<file path="src/rtl/hdmi_tmds_encoder.sv">
// hdmi_tmds_encoder
//   Two-stage TMDS 8b/10b encoder for one HDMI lane (DVI-style: video data,
//   control tokens and video guard band).
//   Stage 1 transition-minimises the pixel byte into q_m and registers the
//   period type alongside it. Stage 2 DC-balances q_m against the running
//   disparity, or emits a control or guard token and clears the disparity.
//
// Parameters
//   CHANNEL      lane index (0 blue, 1 green, 2 red); selects the guard token
// Ports
//   clk_i        pixel clock
//   rst_i        asynchronous active-high reset
//   data_i[7:0]  pixel component, meaningful when de_i=1
//   de_i         video data period
//   ctrl_i[1:0]  control bits {C1,C0}, used when de_i=0 and gb_i=0
//   gb_i         video guard-band period (has priority over de_i)
//   tmds_o[9:0]  encoded symbol, bit 0 serialised first; 2-cycle latency
//   disparity_o  signed running disparity after the symbol now on tmds_o
module hdmi_tmds_encoder #(
  parameter int CHANNEL = 0
) (
  input  logic              clk_i,
  input  logic              rst_i,
  input  logic [7:0]        data_i,
  input  logic              de_i,
  input  logic [1:0]        ctrl_i,
  input  logic              gb_i,
  output logic [9:0]        tmds_o,
  output logic signed [5:0] disparity_o
);

  typedef enum logic [1:0] {
    PER_CTRL  = 2'd0,
    PER_DATA  = 2'd1,
    PER_GUARD = 2'd2
  } period_t;

  localparam logic [9:0] CTRL_00  = 10'b1101010100;
  localparam logic [9:0] CTRL_01  = 10'b0010101011;
  localparam logic [9:0] CTRL_10  = 10'b0101010100;
  localparam logic [9:0] CTRL_11  = 10'b1010101011;
  localparam logic [9:0] GUARD_TK = (CHANNEL == 1) ? 10'b0100110011
                                                   : 10'b1011001100;

  function automatic logic [3:0] ones8(input logic [7:0] v);
    logic [3:0] c;
    c = '0;
    for (int unsigned i = 0; i < 8; i++) c = c + 4'(v[i]);
    return c;
  endfunction

  // ---------------- stage 1: transition minimisation ----------------
  logic [3:0] n1_in;
  logic       use_xnor;
  logic [8:0] q_m_next;
  period_t    period_next;

  always_comb begin
    n1_in    = ones8(data_i);
    use_xnor = (n1_in > 4'd4) || ((n1_in == 4'd4) && !data_i[0]);
    q_m_next = '0;
    q_m_next[0] = data_i[0];
    for (int unsigned i = 1; i < 8; i++)
      q_m_next[i] = use_xnor ? ~(q_m_next[i-1] ^ data_i[i])
                             :  (q_m_next[i-1] ^ data_i[i]);
    q_m_next[8] = ~use_xnor;
    // guard band wins over video data, video data over control
    if (gb_i)      period_next = PER_GUARD;
    else if (de_i) period_next = PER_DATA;
    else           period_next = PER_CTRL;
  end

  period_t    period_q;
  logic [1:0] ctrl_q;
  logic [8:0] q_m_q;

  always_ff @(posedge clk_i or posedge rst_i) begin
    if (rst_i) begin
      period_q <= PER_CTRL;
      ctrl_q   <= '0;
      q_m_q    <= '0;
    end else begin
      period_q <= period_next;
      ctrl_q   <= ctrl_i;
      q_m_q    <= q_m_next;
    end
  end

  // ---------------- stage 2: DC balance / token insertion ----------------
  logic [3:0] n1;
  logic [3:0] n0;
  logic [5:0] diff;     // n1 - n0, two's complement
  logic [5:0] cnt;
  logic       cnt_pos;
  logic       cnt_neg;
  logic [9:0] tmds_next;
  logic [5:0] cnt_next;

  always_comb begin
    n1        = ones8(q_m_q[7:0]);
    n0        = 4'd8 - n1;
    diff      = 6'(n1) - 6'(n0);
    cnt       = disparity_o;
    cnt_pos   = !cnt[5] && (cnt != '0);
    cnt_neg   = cnt[5];
    tmds_next = CTRL_00;
    cnt_next  = '0;
    unique case (period_q)
      PER_DATA: begin
        if ((cnt == '0) || (n1 == n0)) begin
          tmds_next = {~q_m_q[8], q_m_q[8],
                       q_m_q[8] ? q_m_q[7:0] : ~q_m_q[7:0]};
          cnt_next  = q_m_q[8] ? cnt + diff : cnt - diff;
        end else if ((cnt_pos && (n1 > n0)) || (cnt_neg && (n0 > n1))) begin
          tmds_next = {1'b1, q_m_q[8], ~q_m_q[7:0]};
          cnt_next  = cnt + {4'b0, q_m_q[8], 1'b0} - diff;
        end else begin
          tmds_next = {1'b0, q_m_q[8], q_m_q[7:0]};
          cnt_next  = cnt + diff - {4'b0, ~q_m_q[8], 1'b0};
        end
      end
      PER_GUARD: tmds_next = GUARD_TK;
      default: begin
        unique case (ctrl_q)
          2'b00:   tmds_next = CTRL_00;
          2'b01:   tmds_next = CTRL_01;
          2'b10:   tmds_next = CTRL_10;
          default: tmds_next = CTRL_11;
        endcase
      end
    endcase
  end

  always_ff @(posedge clk_i or posedge rst_i) begin
    if (rst_i) begin
      tmds_o      <= CTRL_00;
      disparity_o <= '0;
    end else begin
      tmds_o      <= tmds_next;
      disparity_o <= cnt_next;
    end
  end

endmodule

</file>
<file path="config.mk">
export PLATFORM = sky130hd
export DESIGN_NAME = hdmi_tmds_encoder
export DESIGN_NICKNAME = d
export VERILOG_FILES = /design/src/rtl/hdmi_tmds_encoder.sv
export SDC_FILE = /design/constraint.sdc
export NUM_CORES = 1
export LEC_CHECK = 0
export BUFFER_PORTS_ARGS = -buffer_cell sky130_fd_sc_hd__buf_4
export CORE_UTILIZATION = 25
export CTS_BUF_LIST = sky130_fd_sc_hd__clkbuf_2 sky130_fd_sc_hd__clkbuf_4 sky130_fd_sc_hd__clkbuf_8
export DETAILED_ROUTE_END_ITERATION = 10
export SLEW_MARGIN = 20
export SYNTH_ARGS = -nofsm -noshare
export SYNTH_HDL_FRONTEND = slang
export SYNTH_SLANG_ARGS = --single-unit
</file>
<file path="constraint.sdc">
create_clock -name clk_i -period 6.38 [get_ports clk_i]
set_input_delay 0.638 -clock clk_i [delete_from_list [all_inputs] [get_ports clk_i]]
set_output_delay 0.638 -clock clk_i [all_outputs]
set_load 0.01 [all_outputs]
</file>
After elaboration in Yosys (flattened, before gate mapping)

Index checks and enable logic that the tools add are counted.

$add $sub $neg: 21
Magnitude comparators: 3
Equality and inequality tests: 6
Muxes and demuxes: 18
Bitwise gates (word level): 17
Reductions and logical operators: 12

Operators with widths:

| kind                                                                  | number |
|---|---|
| 4-bit by 1-bit adder with 4-bit output                                | 8 |
| 10-bit one-hot mux with 3 select lines                                | 1 |
| 6-bit two-way mux                                                     | 4 |
| 10-bit two-way mux                                                    | 2 |
| 10-bit one-hot mux with 2 select lines                                | 1 |
| 6-bit subtractor                                                      | 2 |
| 1-bit inverter                                                        | 9 |
| 3-bit by 1-bit adder with 4-bit output                                | 2 |
| 4-bit greater-than comparator                                         | 2 |
| 1-bit two-way mux                                                     | 8 |
| 8-bit two-way mux                                                     | 1 |
| 8-bit inverter                                                        | 1 |
| 1-bit XOR                                                             | 7 |
| 2-bit by 1-bit adder with 3-bit output                                | 2 |
| 6-bit by 2-bit adder with 6-bit output                                | 1 |
| 6-bit adder                                                           | 1 |
| 6-bit zero test                                                       | 1 |
| 6-bit nonzero test                                                    | 1 |
| 6-bit by 2-bit subtractor with 6-bit output                           | 1 |
| 4-bit by 4-bit subtractor with 5-bit output                           | 1 |
| 1-bit by 1-bit adder with 2-bit output                                | 2 |
| 2-bit by 1-bit equality test with 1-bit output, second input constant | 2 |
| 2-bit equality test, second input constant                            | 2 |
| 4-bit by 3-bit equality test with 1-bit output, second input constant | 1 |
| other kinds (8)                                                       | 14 |

Flip-flop bits (word level): 29
Output and inout bits: 16
Logic and storage cells: 82

Logic depth before layout (Yosys ltp)

Gate-level depths: netlist (run 1).

Word-level depth: 29
Depth in mapped cells: 23

Least setup slack after synthesis (run 1)

No wires, ideal clock.

Path kind: register -> register
From: register q_m_q[0]
To: register disparity_o[5]
Data arrival time: 5474 ps
Setup slack: 827 ps
Stages on the path, launching flop included: 24
Clock period less this slack: 5553 ps
Path through: dfrtp_1 -> inv_1 -> fa_1 -> fa_1 -> fa_1 -> inv_1 -> ha_1 -> fa_1 -> xnor2_2 -> inv_1 -> ha_1 -> or3b_1 -> mux2i_1 -> a211oi_1 -> ha_1 -> clkbuf_1 -> inv_1 -> ha_1 -> a21o_1 -> a21oi_1 -> xnor2_1 -> nand3b_1 -> o211ai_1 -> mux2i_1

Word-level cells in the longest chain between the ends: 14
Elaborated cells between the ends (all ways): 24

Ends and longest elaborated chain:

| item                                                                                                | line          | source |
|---|---|---|
| start, declared                                                                                     | 75            | `logic [8:0] q_m_q;` |
| start signal, assigned                                                                              | 85            | `q_m_q <= q_m_next;` |
| 1-bit by 1-bit adder with 2-bit output *                                                            | 48            | `for (int unsigned i = 0; i < 8; i++) c = c + 4'(v[i]);` |
| 2-bit by 1-bit adder with 3-bit output *                                                            | 48            |  |
| 3-bit by 1-bit adder with 4-bit output *                                                            | 48            |  |
| 4-bit by 1-bit adder with 4-bit output * (4 in a row)                                               | 48            |  |
| 4-bit subtractor                                                                                    | 101           | `n0 = 4'd8 - n1;` |
| 4-bit by 4-bit subtractor with 5-bit output / 4-bit greater-than comparator (equally long branches) | 102, 114      |  |
| 6-bit adder / 1-bit logical AND (equally long branches)                                             | 113, 119, 114 |  |
| 6-bit by 2-bit subtractor with 6-bit output / 1-bit logical OR (equally long branches)              | 119, 114      |  |
| 6-bit two-way mux                                                                                   | 114           | `end else if ((cnt_pos && (n1 > n0)) \|\| (cnt_neg && (n0 > n1))) begin` |
| 6-bit two-way mux *                                                                                 | 110           | `if ((cnt == '0) \|\| (n1 == n0)) begin` |
| 6-bit two-way mux *                                                                                 | 108           | `unique case (period_q)` |
| named net cnt_next[5]                                                                               | 97            | `logic [5:0] cnt_next;` |
| end signal, assigned                                                                                | 140           | `disparity_o <= cnt_next;` |
| end, declared                                                                                       | 29            | `output logic signed [5:0] disparity_o` |

The timed path passes the listed nets; every way through them passes the cells marked *.

Final worst setup path (run 1)

Same ends and word-level chain as after synthesis.

==> qor_table.md, run 1 <==
| Parameter | This run | Unit |
| --- | --- | --- |
| Via total after detailed routing | 1730 | - |
| Storage cell area | 732 | µm² |
| Dominant cell by count in the synthesized netlist | sky130_fd_sc_hd__inv_1 | - |
| Number of setup violations in the final report | 0 | - |
| Largest cells by area after synthesis | sky130_fd_sc_hd__dfrtp_1 (25%), sky130_fd_sc_hd__ha_1 (14%), sky130_fd_sc_hd__fa_1 (11%) | - |
| Count of input and output buffers | 29 | - |
| Post-synth top area cell | sky130_fd_sc_hd__dfrtp_1 | - |
| Highest routed layer | met4 | - |
| Depth of the CTS H-tree | 2 | - |
| Top cell types by occurrence after synthesis | sky130_fd_sc_hd__inv_1 (48), sky130_fd_sc_hd__ha_1 (28), sky130_fd_sc_hd__dfrtp_1 (24), sky130_fd_sc_hd__xnor2_1 (24), sky130_fd_sc_hd__fa_1 (13) | - |
| Crit path capture type | flop | - |
| Remaining DRCs | 0 | - |
| Number of nets produced by synthesis | 308 | - |
| Highest-delay cell along the critical path | sky130_fd_sc_hd__fa_1 | - |
| Number of buffers on the longest clock path | 2 | - |
| Cell chain of the critical path | inv_1 > fa_1 > fa_1 > fa_1 > inv_1 > ha_1 > fa_1 > xnor2_2 > inv_1 > ha_1 > or3b_1 > mux2i_1 > a211oi_1 > ha_1 > inv_1 > ha_1 > a21o_1 > a21oi_1 > xnor2_1 > nand3b_1 > o211ai_1 > mux2i_1 | - |
| Final period util | 0.928 | - |
| Clock transition at the register clock pins on the worst setup and hold paths after CTS | 0.07 | ns |
| Kind of launch point of the worst setup path | flop | - |
| Die Wd | 101 | µm |
| TritonCTS clock tree | built | - |
| Post-route antenna net violation count | 0 | - |
| Number of buffers inserted for hold repair after clock tree synthesis | 0 | - |
| Worst slew margin relative to its limit | 0.542 | - |
| Total detailed-routing wirelength | 4860 | µm |
| Instance area at placement | 0.00282 | mm² |
| Outcome | finished, final reports clean | - |
| Wire length the detailed router placed on met1 | 2190 | µm |
| WL per Instance | 11.7 | µm |
| Global-route wire length before repair | 8420 | µm |
| Worst endpoint data arrival time | 6.14 | ns |
| Fmax | 0.169 | GHz |
| Effective utilization at floorplan | 0.261 | - |
| Cell family with the largest share of critical-path delay | adder cells | - |
| Cell variety after synth | 41 | - |
| Bufs and invs on worst path | 4 | - |
| Filler cells | 1005 | - |
| Final RePlAce weighted congestion | 0.802 | - |
| Slew @ Worst Pin | 0.685 | ns |
| Post CTS Setup Buffer Count | 0 | - |
| Routed length on met2 | 2470 | µm |
| Crit. path cell count | 22 | - |
| Ys flop type | sky130_fd_sc_hd__dfrtp_1 | - |
| Final sum of negative setup slack | 0 | ns |
| Total standard cell area after synthesis | 0.00245 | mm² |
| Clk root buf | sky130_fd_sc_hd__clkbuf_8 | - |
| Antenna diodes | 0 | - |
| Slowest Stage Delay on Critical Path | 0.55 | ns |
| CTS sink count | 29 | - |
| Type of the worst min-delay path | in2async | - |
| Path depth of the worst reg2reg path | 22 | - |
| Post-synth top area share | 0.245 | - |
| Number of synthesized flops with an enable pin | 0 | - |
| Number of instances resized during post-cts repair | 0 | - |
| Synth async-reset ratio | 1.00 | - |
| Required time at the worst-slack endpoint | 6.59 | ns |
| Number of top-level pins | 30 | - |
| Floorplan core area | 0.00937 | mm² |
| Avg Cell Area, Syn | 9.68 | µm² |
| Clock buffers created by TritonCTS | 5 | - |
| Synthesis-stage register bit count | 29 | - |
| Synthesized instance count | 253 | - |
| Largest fanout of any net on the critical path | 7 | - |
| Aggregate global-route resource usage | 0.108 | - |
| Final Cell Area | 0.00294 | mm² |
| Length of the first detailed-routing pass in iterations | 4 | - |
| Number of core rows | 35 | - |
| Height of the chip | 101 | µm |
| Area growth syn-to-layout | 20.2 | % |
| Final global-route overflow total | 0 | - |
| Register area share after synthesis | 0.299 | - |
| Ratio of routed vias to standard cells | 4.16 | - |
| Combined area of the multi-input logic cells | 0.00152 | mm² |
| Pin count of the biggest net entering global routing | 30 | - |
| Detailed Place HPWL | 3930 | µm |
| RSZ-0062 raised after global routing | false | - |
| Antenna violations before repair | 0 | - |
| Vias in the first global route | 1804 | - |
| Minimum clock period after layout | 5.92 | ns |
| Yosys warns | 0 | - |
| Core Util, Final | 0.314 | - |
| Count of placed standard cells in the final layout, fillers left out | 416 | - |
| Hold Vio Cnt, Final | 0 | - |
| Detail Route met3 WL | 148 | µm |
| Worst setup skew after layout | 0.00971 | ns |
| Number of maximum-capacitance violations | 0 | - |
| Clock latency on the worst-skew pair | 0.29 | ns |
| WS Path Type | reg2reg | - |
| Share of cells above drive strength 1 | 0.185 | - |
| Violation count after the first detailed-route iteration | 43 | - |
| Nets | 341 | - |
| Placed Cells incl. Taps | 408 | - |
| Final count of pins violating max slew | 0 | - |
| Die area | 0.0102 | mm² |
routing by layer:
layer,GRT usage,vias to the layer above
met3,0.0229,4
met5,0,-
met2,0.192,34
met1,0.131,816
met4,0.0301,0
li1,-,876
layout make-up:
cell class / count / area share
inverter: 49 / 0.0625
multi-input combinational: 171 / 0.517
clock inverter: 2 / 0.0127
clock buffer: 6 / 0.0280
tap: 129 / 0.0548
timing repair buffer: 30 / 0.0765
sequential: 29 / 0.249
path summary, 6_finish.rpt:
check,startpoint,endpoint,slack [ns]
max in group asynchronous,rst_i,tmds_o[7],5.54
setup reg to reg,q_m_q[0],disparity_o[5],0.46
setup / recovery,q_m_q[0],disparity_o[5],0.46
min in group clk_i,ctrl_i[1],ctrl_q[1],0.45
hold reg to reg,disparity_o[0],disparity_o[0],0.53
hold / removal,rst_i,ctrl_q[1],0.42
cells in the final DEF, fill, tap and decap left out, types with 8 or more instances in the layout:
cell type / netlist / layout
sky130_fd_sc_hd__o21ai_1: 8 / 8
sky130_fd_sc_hd__xnor2_1: 24 / 24
sky130_fd_sc_hd__a21oi_1: 11 / 11
sky130_fd_sc_hd__inv_1: 48 / 47
sky130_fd_sc_hd__o21ai_0: 8 / 8
sky130_fd_sc_hd__buf_4: 1 / 30
sky130_fd_sc_hd__nor2_1: 10 / 10
sky130_fd_sc_hd__dfrtp_1: 24 / 24
sky130_fd_sc_hd__nand2_1: 8 / 8
sky130_fd_sc_hd__fa_1: 13 / 13
sky130_fd_sc_hd__ha_1: 28 / 28
sky130_fd_sc_hd__xor2_1: 8 / 8
logic make-up (layout without fill, tap and decap cells):
kind of cell,count (synthesis),count (layout),share of synthesized area
compound gates,46,46,0.117
xor+xnor,33,33,0.121
fa+ha+maj,41,41,0.249
buf+inv,53,87,0.0827
flops,29,29,0.299
mux,8,8,0.0383
simple gates,43,43,0.0930
through the flow:
| step | setup WS (ns) | hold WS, ns |
|---|---|---|
| after floorplan | 0.827 | 0.505 |
| after global placement | 0.705 | 0.514 |
| after detailed placement | 0.544 | 0.518 |
| after CTS | 0.503 | 0.447 |
| after global routing | 0.0881 | 0.443 |
| final | 0.457 | 0.424 |
registers in the layout (all words and copies together) (netlist names):
register	flops
ctrl_q	2
q_m_q	9
disparity_o	6
period_q	2
tmds_o	10
worst register-to-register path: stages, from the launching register on:
cell and delay (ns):
sky130_fd_sc_hd__dfrtp_1 0.36, sky130_fd_sc_hd__inv_1 0.06, sky130_fd_sc_hd__fa_1 0.55, sky130_fd_sc_hd__fa_1 0.42, sky130_fd_sc_hd__fa_1 0.49, sky130_fd_sc_hd__inv_1 0.04, sky130_fd_sc_hd__ha_1 0.20, sky130_fd_sc_hd__fa_1 0.47
sky130_fd_sc_hd__xnor2_2 0.29, sky130_fd_sc_hd__inv_1 0.10, sky130_fd_sc_hd__ha_1 0.39, sky130_fd_sc_hd__or3b_1 0.39, sky130_fd_sc_hd__mux2i_1 0.28, sky130_fd_sc_hd__a211oi_1 0.13, sky130_fd_sc_hd__ha_1 0.44, sky130_fd_sc_hd__inv_1 0.10
sky130_fd_sc_hd__ha_1 0.22, sky130_fd_sc_hd__a21o_1 0.16, sky130_fd_sc_hd__a21oi_1 0.17, sky130_fd_sc_hd__xnor2_1 0.14, sky130_fd_sc_hd__nand3b_1 0.09, sky130_fd_sc_hd__o211ai_1 0.15, sky130_fd_sc_hd__mux2i_1 0.20
Power of run 1 is not shown: default switching activity piles up to over one toggle a cycle in this logic, so the estimate is an artifact.
==> inputs of run 2 (changes only) <==
--- a/config.mk
+++ b/config.mk
@@ -6,9 +6,11 @@
 export NUM_CORES = 1
 export LEC_CHECK = 0
 export BUFFER_PORTS_ARGS = -buffer_cell sky130_fd_sc_hd__buf_4
-export CORE_UTILIZATION = 25
+export CORE_UTILIZATION = 51
 export CTS_BUF_LIST = sky130_fd_sc_hd__clkbuf_2 sky130_fd_sc_hd__clkbuf_4 sky130_fd_sc_hd__clkbuf_8
 export DETAILED_ROUTE_END_ITERATION = 10
+export PLACE_DENSITY = 0.71
+export REMOVE_ABC_BUFFERS = 1
 export SLEW_MARGIN = 20
 export SYNTH_ARGS = -nofsm -noshare
 export SYNTH_HDL_FRONTEND = slang
==> qor_table.md, run 2 (same netlist as run 1, synthesis figures left out) <==
| Parameter | This run | Unit | vs previous |
| --- | --- | --- | --- |
| Number of maximum-capacitance violations | 0 | - | unchanged |
| Core Util, Final | 0.628 | - | +0.313 |
| TritonCTS clock tree | built | - |  |
| Crit path capture type | flop | - |  |
| Routed length on met2 | 2270 | µm | -8.0% |
| Required time at the worst-slack endpoint | 6.57 | ns | -0.02 ns |
| Number of top-level pins | 30 | - | unchanged |
| Worst endpoint data arrival time | 6.09 | ns | -0.05 ns |
| Number of core rows | 24 | - | -31% |
| Pin count of the biggest net entering global routing | 30 | - | unchanged |
| Total detailed-routing wirelength | 4470 | µm | -8.0% |
| Slew @ Worst Pin | 1.00 | ns | +0.319 ns |
| Die area | 0.00509 | mm² | -50% |
| Number of buffers on the longest clock path | 2 | - | unchanged |
| Clock transition at the register clock pins on the worst setup and hold paths after CTS | 0.06 | ns | about the same |
| Number of instances resized during post-cts repair | 0 | - | unchanged |
| Type of the worst min-delay path | in2async | - |  |
| Violation count after the first detailed-route iteration | 102 | - | +140% |
| RSZ-0062 raised after global routing | false | - |  |
| Number of buffers inserted for hold repair after clock tree synthesis | 0 | - | unchanged |
| Worst reg2reg path startpoint | q_m_q[0] | - |  |
| Largest fanout of any net on the critical path | 7 | - | unchanged |
| Ratio of routed vias to standard cells | 5.15 | - | +24% |
| Post CTS Setup Buffer Count | 0 | - | unchanged |
| Antenna violations before repair | 0 | - | unchanged |
| Length of the first detailed-routing pass in iterations | 4 | - | unchanged |
| Clock latency on the worst-skew pair | 0.27 | ns | -0.02 ns |
| Via total after detailed routing | 1747 | - | +0.98% |
| Detailed Place HPWL | 3670 | µm | -6.7% |
| Register-to-register setup slack | 0.49 | ns | +0.03 ns |
| Worst setup skew after layout | 0.00450 | ns | -0.00521 ns |
| Top library cells by usage in the layout, fill and taps aside | sky130_fd_sc_hd__inv_1 (47), sky130_fd_sc_hd__buf_4 (30), sky130_fd_sc_hd__ha_1 (28) | - |  |
| Final sum of negative setup slack | 0 | ns | unchanged |
| Final period util | 0.924 | - | -0.00451 |
| Remaining DRCs | 0 | - | unchanged |
| Height of the chip | 71.3 | µm | -29% |
| Highest routed layer | met4 | - |  |
| Aggregate global-route resource usage | 0.201 | - | +0.0928 |
| Nets | 341 | - | unchanged |
| Vias in the first global route | 1762 | - | -2.3% |
| Largest registers | tmds_o x10, q_m_q x9, disparity_o x6 | - |  |
| Setup ws final | 0.485 | ns | +0.0287 ns |
| Minimum clock period after layout | 5.89 | ns | -0.0287 ns |
| Antenna diodes | 0 | - | unchanged |
| Depth of the CTS H-tree | 2 | - | unchanged |
| Final count of pins violating max slew | 0 | - | unchanged |
| Register with the highest flop count | tmds_o | - |  |
| Clock buffers created by TritonCTS | 5 | - | unchanged |
| Most common library cell in the layout ignoring fill and taps | sky130_fd_sc_hd__inv_1 | - |  |
| Clk root buf | sky130_fd_sc_hd__clkbuf_8 | - |  |
| Launch point of the critical path | q_m_q[0] | - |  |
| Detail Route met3 WL | 146 | µm | -1.4% |
| Die Wd | 71.3 | µm | -29% |
| End of the worst register-to-register path | disparity_o[5] | - |  |
| Outcome | finished, final reports clean | - |  |
| WS Path Type | reg2reg | - |  |
| Number of setup violations in the final report | 0 | - | unchanged |
| Path depth of the worst reg2reg path | 22 | - | unchanged |
| WL per Instance | 13.2 | µm | +13% |
| Global-route wire length before repair | 7800 | µm | -7.4% |
| Number of flip-flops in the largest register | 10 | - | unchanged |
| Count of input and output buffers | 29 | - | unchanged |
| Dpl ws | 0.489 | ns | -0.0544 ns |
| Worst slew margin relative to its limit | 0.328 | - | -0.214 |
| Final RePlAce weighted congestion | 0.959 | - | +20% |
| Kind of launch point of the worst setup path | flop | - |  |
| CTS sink count | 29 | - | unchanged |
| Hold Vio Cnt, Final | 0 | - | unchanged |
| Wire length the detailed router placed on met1 | 1960 | µm | -11% |
| Floorplan core area | 0.00447 | mm² | -52% |
| Area growth syn-to-layout | 14.6 | % |  |
| Share of cells above drive strength 1 | 0.181 | - | -0.00348 |
| Final global-route overflow total | 0 | - | unchanged |
| Fmax | 0.170 | GHz | +0.49% |
| Post-route antenna net violation count | 0 | - | unchanged |
| Effective utilization at floorplan | 0.548 | - | +0.286 |
run 2: cell types whose count changed in the layout (fill, tap and decap cells not counted), sizes merged:
cell,change
clkinv,+2
bufinv,-1
clkinvlp,-1
run 2: metal layers:
metal | global-route usage | up-vias
li1 | - | 878
met1 | 0.246 | 820
met2 | 0.358 | 42
met3 | 0.0295 | 7
met4 | 0.0756 | 0
met5 | 0 | -
run 2: how the worst max path moves through the flow:
stage,endpoint,slack [ns],depth (start not counted)
2_1_floorplan,disparity_o[5],0.92,22
3_3_place_gp,disparity_o[4],0.69,20
3_5_place_dp,disparity_o[5],0.49,22
4_1_cts,disparity_o[5],0.47,22
5_1_grt,disparity_o[5],0.11,22
6_report,disparity_o[5],0.49,22
run 2: cell type report:
class	count	area, µm²
flip-flops and latches	29	732
clock buffers	6	76.3
inverters	49	184
repair buffers	30	225
well taps	52	65.1
clock inverters	2	10.0
multi-input cells	171	1520
fillers	391	1670
run 2: per-stage QoR:
step | hold WS, ns | instance area (µm²) | std cells
finish | 0.428 | 2810 | 339
global route | 0.454 | 2810 | 339
floorplan | 0.505 | 2430 | 249
CTS | 0.459 | 2810 | 339
global placement | 0.511 | 2720 | 331
detailed placement | 0.517 | 2720 | 331
run 2: worst max-delay path, cell delays in order, from the launching register on:
cell and delay [ns]:
sky130_fd_sc_hd__dfrtp_1 0.36, sky130_fd_sc_hd__inv_1 0.06, sky130_fd_sc_hd__fa_1 0.55, sky130_fd_sc_hd__fa_1 0.43, sky130_fd_sc_hd__fa_1 0.49, sky130_fd_sc_hd__inv_1 0.04, sky130_fd_sc_hd__ha_1 0.20, sky130_fd_sc_hd__fa_1 0.48
sky130_fd_sc_hd__xnor2_2 0.30, sky130_fd_sc_hd__inv_1 0.09, sky130_fd_sc_hd__ha_1 0.37, sky130_fd_sc_hd__or3b_1 0.39, sky130_fd_sc_hd__mux2i_1 0.25, sky130_fd_sc_hd__a211oi_1 0.10, sky130_fd_sc_hd__ha_1 0.43, sky130_fd_sc_hd__inv_1 0.09
sky130_fd_sc_hd__ha_1 0.21, sky130_fd_sc_hd__a21o_1 0.16, sky130_fd_sc_hd__a21oi_1 0.17, sky130_fd_sc_hd__xnor2_1 0.15, sky130_fd_sc_hd__nand3b_1 0.10, sky130_fd_sc_hd__o211ai_1 0.16, sky130_fd_sc_hd__mux2i_1 0.22
Power of run 2 is left out for the same reason.
==> inputs of run 3 (changes only) <==
--- a/config.mk
+++ b/config.mk
@@ -6,10 +6,11 @@
 export NUM_CORES = 1
 export LEC_CHECK = 0
 export BUFFER_PORTS_ARGS = -buffer_cell sky130_fd_sc_hd__buf_4
-export CORE_UTILIZATION = 51
+export CORE_UTILIZATION = 54
 export CTS_BUF_LIST = sky130_fd_sc_hd__clkbuf_2 sky130_fd_sc_hd__clkbuf_4 sky130_fd_sc_hd__clkbuf_8
 export DETAILED_ROUTE_END_ITERATION = 10
-export PLACE_DENSITY = 0.71
+export GPL_TIMING_DRIVEN = 1
+export PLACE_DENSITY = 0.75
 export REMOVE_ABC_BUFFERS = 1
 export SLEW_MARGIN = 20
 export SYNTH_ARGS = -nofsm -noshare
==> constraint.sdc (replaced) <==
create_clock -name clk_i -period 6.38 [get_ports clk_i]
set_input_delay 0.957 -clock clk_i [delete_from_list [all_inputs] [get_ports clk_i]]
set_output_delay 0.957 -clock clk_i [all_outputs]
set_load 0.01 [all_outputs]
==> qor_table.md, run 3 (same netlist as run 1, synthesis figures left out) <==
| Parameter | This run | Unit | vs previous |
| --- | --- | --- | --- |
| Bufs and invs on worst path | 4 | - | unchanged |
| Vias in the first global route | 1837 | - | +4.3% |
| Final RePlAce weighted congestion | 0.961 | - | +0.25% |
| Length of the first detailed-routing pass in iterations | 4 | - | unchanged |
| TritonCTS clock tree | built | - |  |
| Number of setup violations in the final report | 0 | - | unchanged |
| Antenna violations before repair | 0 | - | unchanged |
| Number of maximum-capacitance violations | 0 | - | unchanged |
| Detailed Place HPWL | 3780 | µm | +3.0% |
| Worst slew margin relative to its limit | 0.335 | - | +0.00742 |
| Dpl ws | 0.496 | ns | +0.00740 ns |
| CTS sink count | 29 | - | unchanged |
| Ratio of routed vias to standard cells | 5.24 | - | +1.7% |
| Final count of pins violating max slew | 0 | - | unchanged |
| Slowest Stage Delay on Critical Path | 0.55 | ns | about the same |
| Via total after detailed routing | 1776 | - | +1.7% |
| Number of buffers inserted for hold repair after clock tree synthesis | 0 | - | unchanged |
| Pin count of the biggest net entering global routing | 30 | - | unchanged |
| Post CTS Setup Buffer Count | 0 | - | unchanged |
| Number of buffers on the longest clock path | 2 | - | unchanged |
| Antenna diodes | 0 | - | unchanged |
| Clock buffers created by TritonCTS | 5 | - | unchanged |
| Effective utilization at floorplan | 0.563 | - | +0.0151 |
| Final global-route overflow total | 0 | - | unchanged |
| Type of the worst min-delay path | reg2reg | - |  |
| Most common library cell in the layout ignoring fill and taps | sky130_fd_sc_hd__inv_1 | - |  |
| Nets | 341 | - | unchanged |
| Depth of the CTS H-tree | 2 | - | unchanged |
| Clock latency on the worst-skew pair | 0.28 | ns | about the same |
| Fmax | 0.169 | GHz | -0.65% |
| Number of top-level pins | 30 | - | unchanged |
| Number of instances resized during post-cts repair | 0 | - | unchanged |
| Top library cells by usage in the layout, fill and taps aside | sky130_fd_sc_hd__inv_1 (47), sky130_fd_sc_hd__buf_4 (30), sky130_fd_sc_hd__ha_1 (28) | - |  |
| Largest fanout of any net on the critical path | 7 | - | unchanged |
| RSZ-0062 raised after global routing | false | - |  |
| Instance area at placement | 0.00272 | mm² | unchanged |
| Final sum of negative setup slack | 0 | ns | unchanged |
| Die area | 0.00481 | mm² | -5.4% |
| WS Path Type | reg2reg | - |  |
| Post-route antenna net violation count | 0 | - | unchanged |
| Share of cells above drive strength 1 | 0.181 | - | unchanged |
| Crit path capture type | flop | - |  |
| Outcome | finished, final reports clean | - |  |
| Worst hold margin | 0.534 | ns | +0.106 ns |
| Highest-delay cell along the critical path | sky130_fd_sc_hd__fa_1 | - |  |
| Hold Vio Cnt, Final | 0 | - | unchanged |
| Worst setup skew after layout | 0.00696 | ns | +0.00246 ns |
| Minimum clock period after layout | 5.93 | ns | +0.0387 ns |
| Area growth syn-to-layout | 16.0 | % |  |
| Setup ws final | 0.447 | ns | -0.0387 ns |
| Remaining DRCs | 0 | - | unchanged |
| Violation count after the first detailed-route iteration | 91 | - | -11% |
| Clock transition at the register clock pins on the worst setup and hold paths after CTS | 0.07 | ns | about the same |
| Kind of launch point of the worst setup path | flop | - |  |
| Final period util | 0.930 | - | +0.00607 |
| Filler cells | 367 | - | -6.1% |
| Global-route wire length before repair | 8270 | µm | +6.0% |
| Number of core rows | 24 | - | unchanged |
| Cell family with the largest share of critical-path delay | adder cells | - |  |
| Number of flip-flops in the largest register | 10 | - | unchanged |
| Clk root buf | sky130_fd_sc_hd__clkbuf_8 | - |  |
| Floorplan core area | 0.00435 | mm² | -2.7% |
| Largest registers | tmds_o x10, q_m_q x9, disparity_o x6 | - |  |
| Die Wd | 69.4 | µm | -2.7% |
| Count of input and output buffers | 29 | - | unchanged |
| Worst endpoint data arrival time | 6.15 | ns | +0.06 ns |
| Height of the chip | 69.4 | µm | -2.7% |
| Register with the highest flop count | tmds_o | - |  |
| WL per Instance | 13.9 | µm | +5.2% |
| Cell chain of the critical path | inv_1 > fa_1 > fa_1 > fa_1 > inv_1 > ha_1 > fa_1 > nor2_1 > inv_1 > ha_1 > or3b_1 > mux2i_1 > a211oi_1 > ha_1 > inv_1 > ha_1 > a21o_1 > a21oi_1 > xnor2_1 > nand3b_1 > o211ai_1 > mux2i_1 | - |  |
| Required time at the worst-slack endpoint | 6.59 | ns | +0.02 ns |
| Total detailed-routing wirelength | 4710 | µm | +5.2% |
| Final Cell Area | 0.00284 | mm² | +1.2% |
| Aggregate global-route resource usage | 0.219 | - | +0.0180 |
| Slew @ Worst Pin | 0.993 | ns | -0.0111 ns |
-- run 3: cell types whose count changed in the layout (fill, tap and decap cells not counted) --
cell and change:
sky130_fd_sc_hd__bufinv_16 +1, sky130_fd_sc_hd__clkinv_2 -2, sky130_fd_sc_hd__clkinvlp_4 +1, sky130_fd_sc_hd__clkbuf_8 +1, sky130_fd_sc_hd__clkbuf_4 -1
-- run 3: per-stage QoR --
| stage | util | instances |
|---|---|---|
| after floorplan | - | 249 |
| after global placement | 0.625 | 331 |
| after detailed placement | 0.625 | 331 |
| after CTS | 0.653 | 339 |
| after global routing | 0.653 | 339 |
| final | 0.653 | 339 |
-- run 3: per-layer routing --
layer	wire, µm	vias to the layer above	global-route usage
met5	0	-	0
met4	101	0	0.0839
met3	207	10	0.0320
met2	2310	44	0.370
met1	2090	841	0.283
li1	-	881	-
-- run 3: final cells by class --
cell class,count,area [µm²],area share
Clock inverter,2,37.5,0.0132
Sequential cell,29,732,0.258
Inverter,49,184,0.0647
Clock buffer,6,82.6,0.0291
Timing Repair Buffer,30,225,0.0793
Multi-Input combinational cell,171,1520,0.533
Tap cell,52,65.1,0.0229
-- run 3: path summary, 6_finish.rpt --
kind                                start              to  slack, ns  depth (start not counted)
max reg2reg                      q_m_q[0]  disparity_o[5]       0.45                         22
max                              q_m_q[0]  disparity_o[5]       0.45                         22
max in group asynchronous           rst_i        q_m_q[6]       5.25                          2
min in group asynchronous           rst_i       ctrl_q[0]       0.74                          2
min                        disparity_o[0]  disparity_o[0]       0.53                          1
min reg2reg                disparity_o[0]  disparity_o[0]       0.53                          1
-- run 3: worst reg2reg max path, cell delays in order, from the launching register on --
cell and delay (ns):
sky130_fd_sc_hd__dfrtp_1 0.37, sky130_fd_sc_hd__inv_1 0.07, sky130_fd_sc_hd__fa_1 0.55, sky130_fd_sc_hd__fa_1 0.43, sky130_fd_sc_hd__fa_1 0.49, sky130_fd_sc_hd__inv_1 0.04
sky130_fd_sc_hd__ha_1 0.19, sky130_fd_sc_hd__fa_1 0.55, sky130_fd_sc_hd__nor2_1 0.23, sky130_fd_sc_hd__inv_1 0.11, sky130_fd_sc_hd__ha_1 0.36, sky130_fd_sc_hd__or3b_1 0.39
sky130_fd_sc_hd__mux2i_1 0.24, sky130_fd_sc_hd__a211oi_1 0.10, sky130_fd_sc_hd__ha_1 0.45, sky130_fd_sc_hd__inv_1 0.10, sky130_fd_sc_hd__ha_1 0.22, sky130_fd_sc_hd__a21o_1 0.16
sky130_fd_sc_hd__a21oi_1 0.19, sky130_fd_sc_hd__xnor2_1 0.15, sky130_fd_sc_hd__nand3b_1 0.10, sky130_fd_sc_hd__o211ai_1 0.18, sky130_fd_sc_hd__mux2i_1 0.20
Power of run 3 is left out for the same reason.
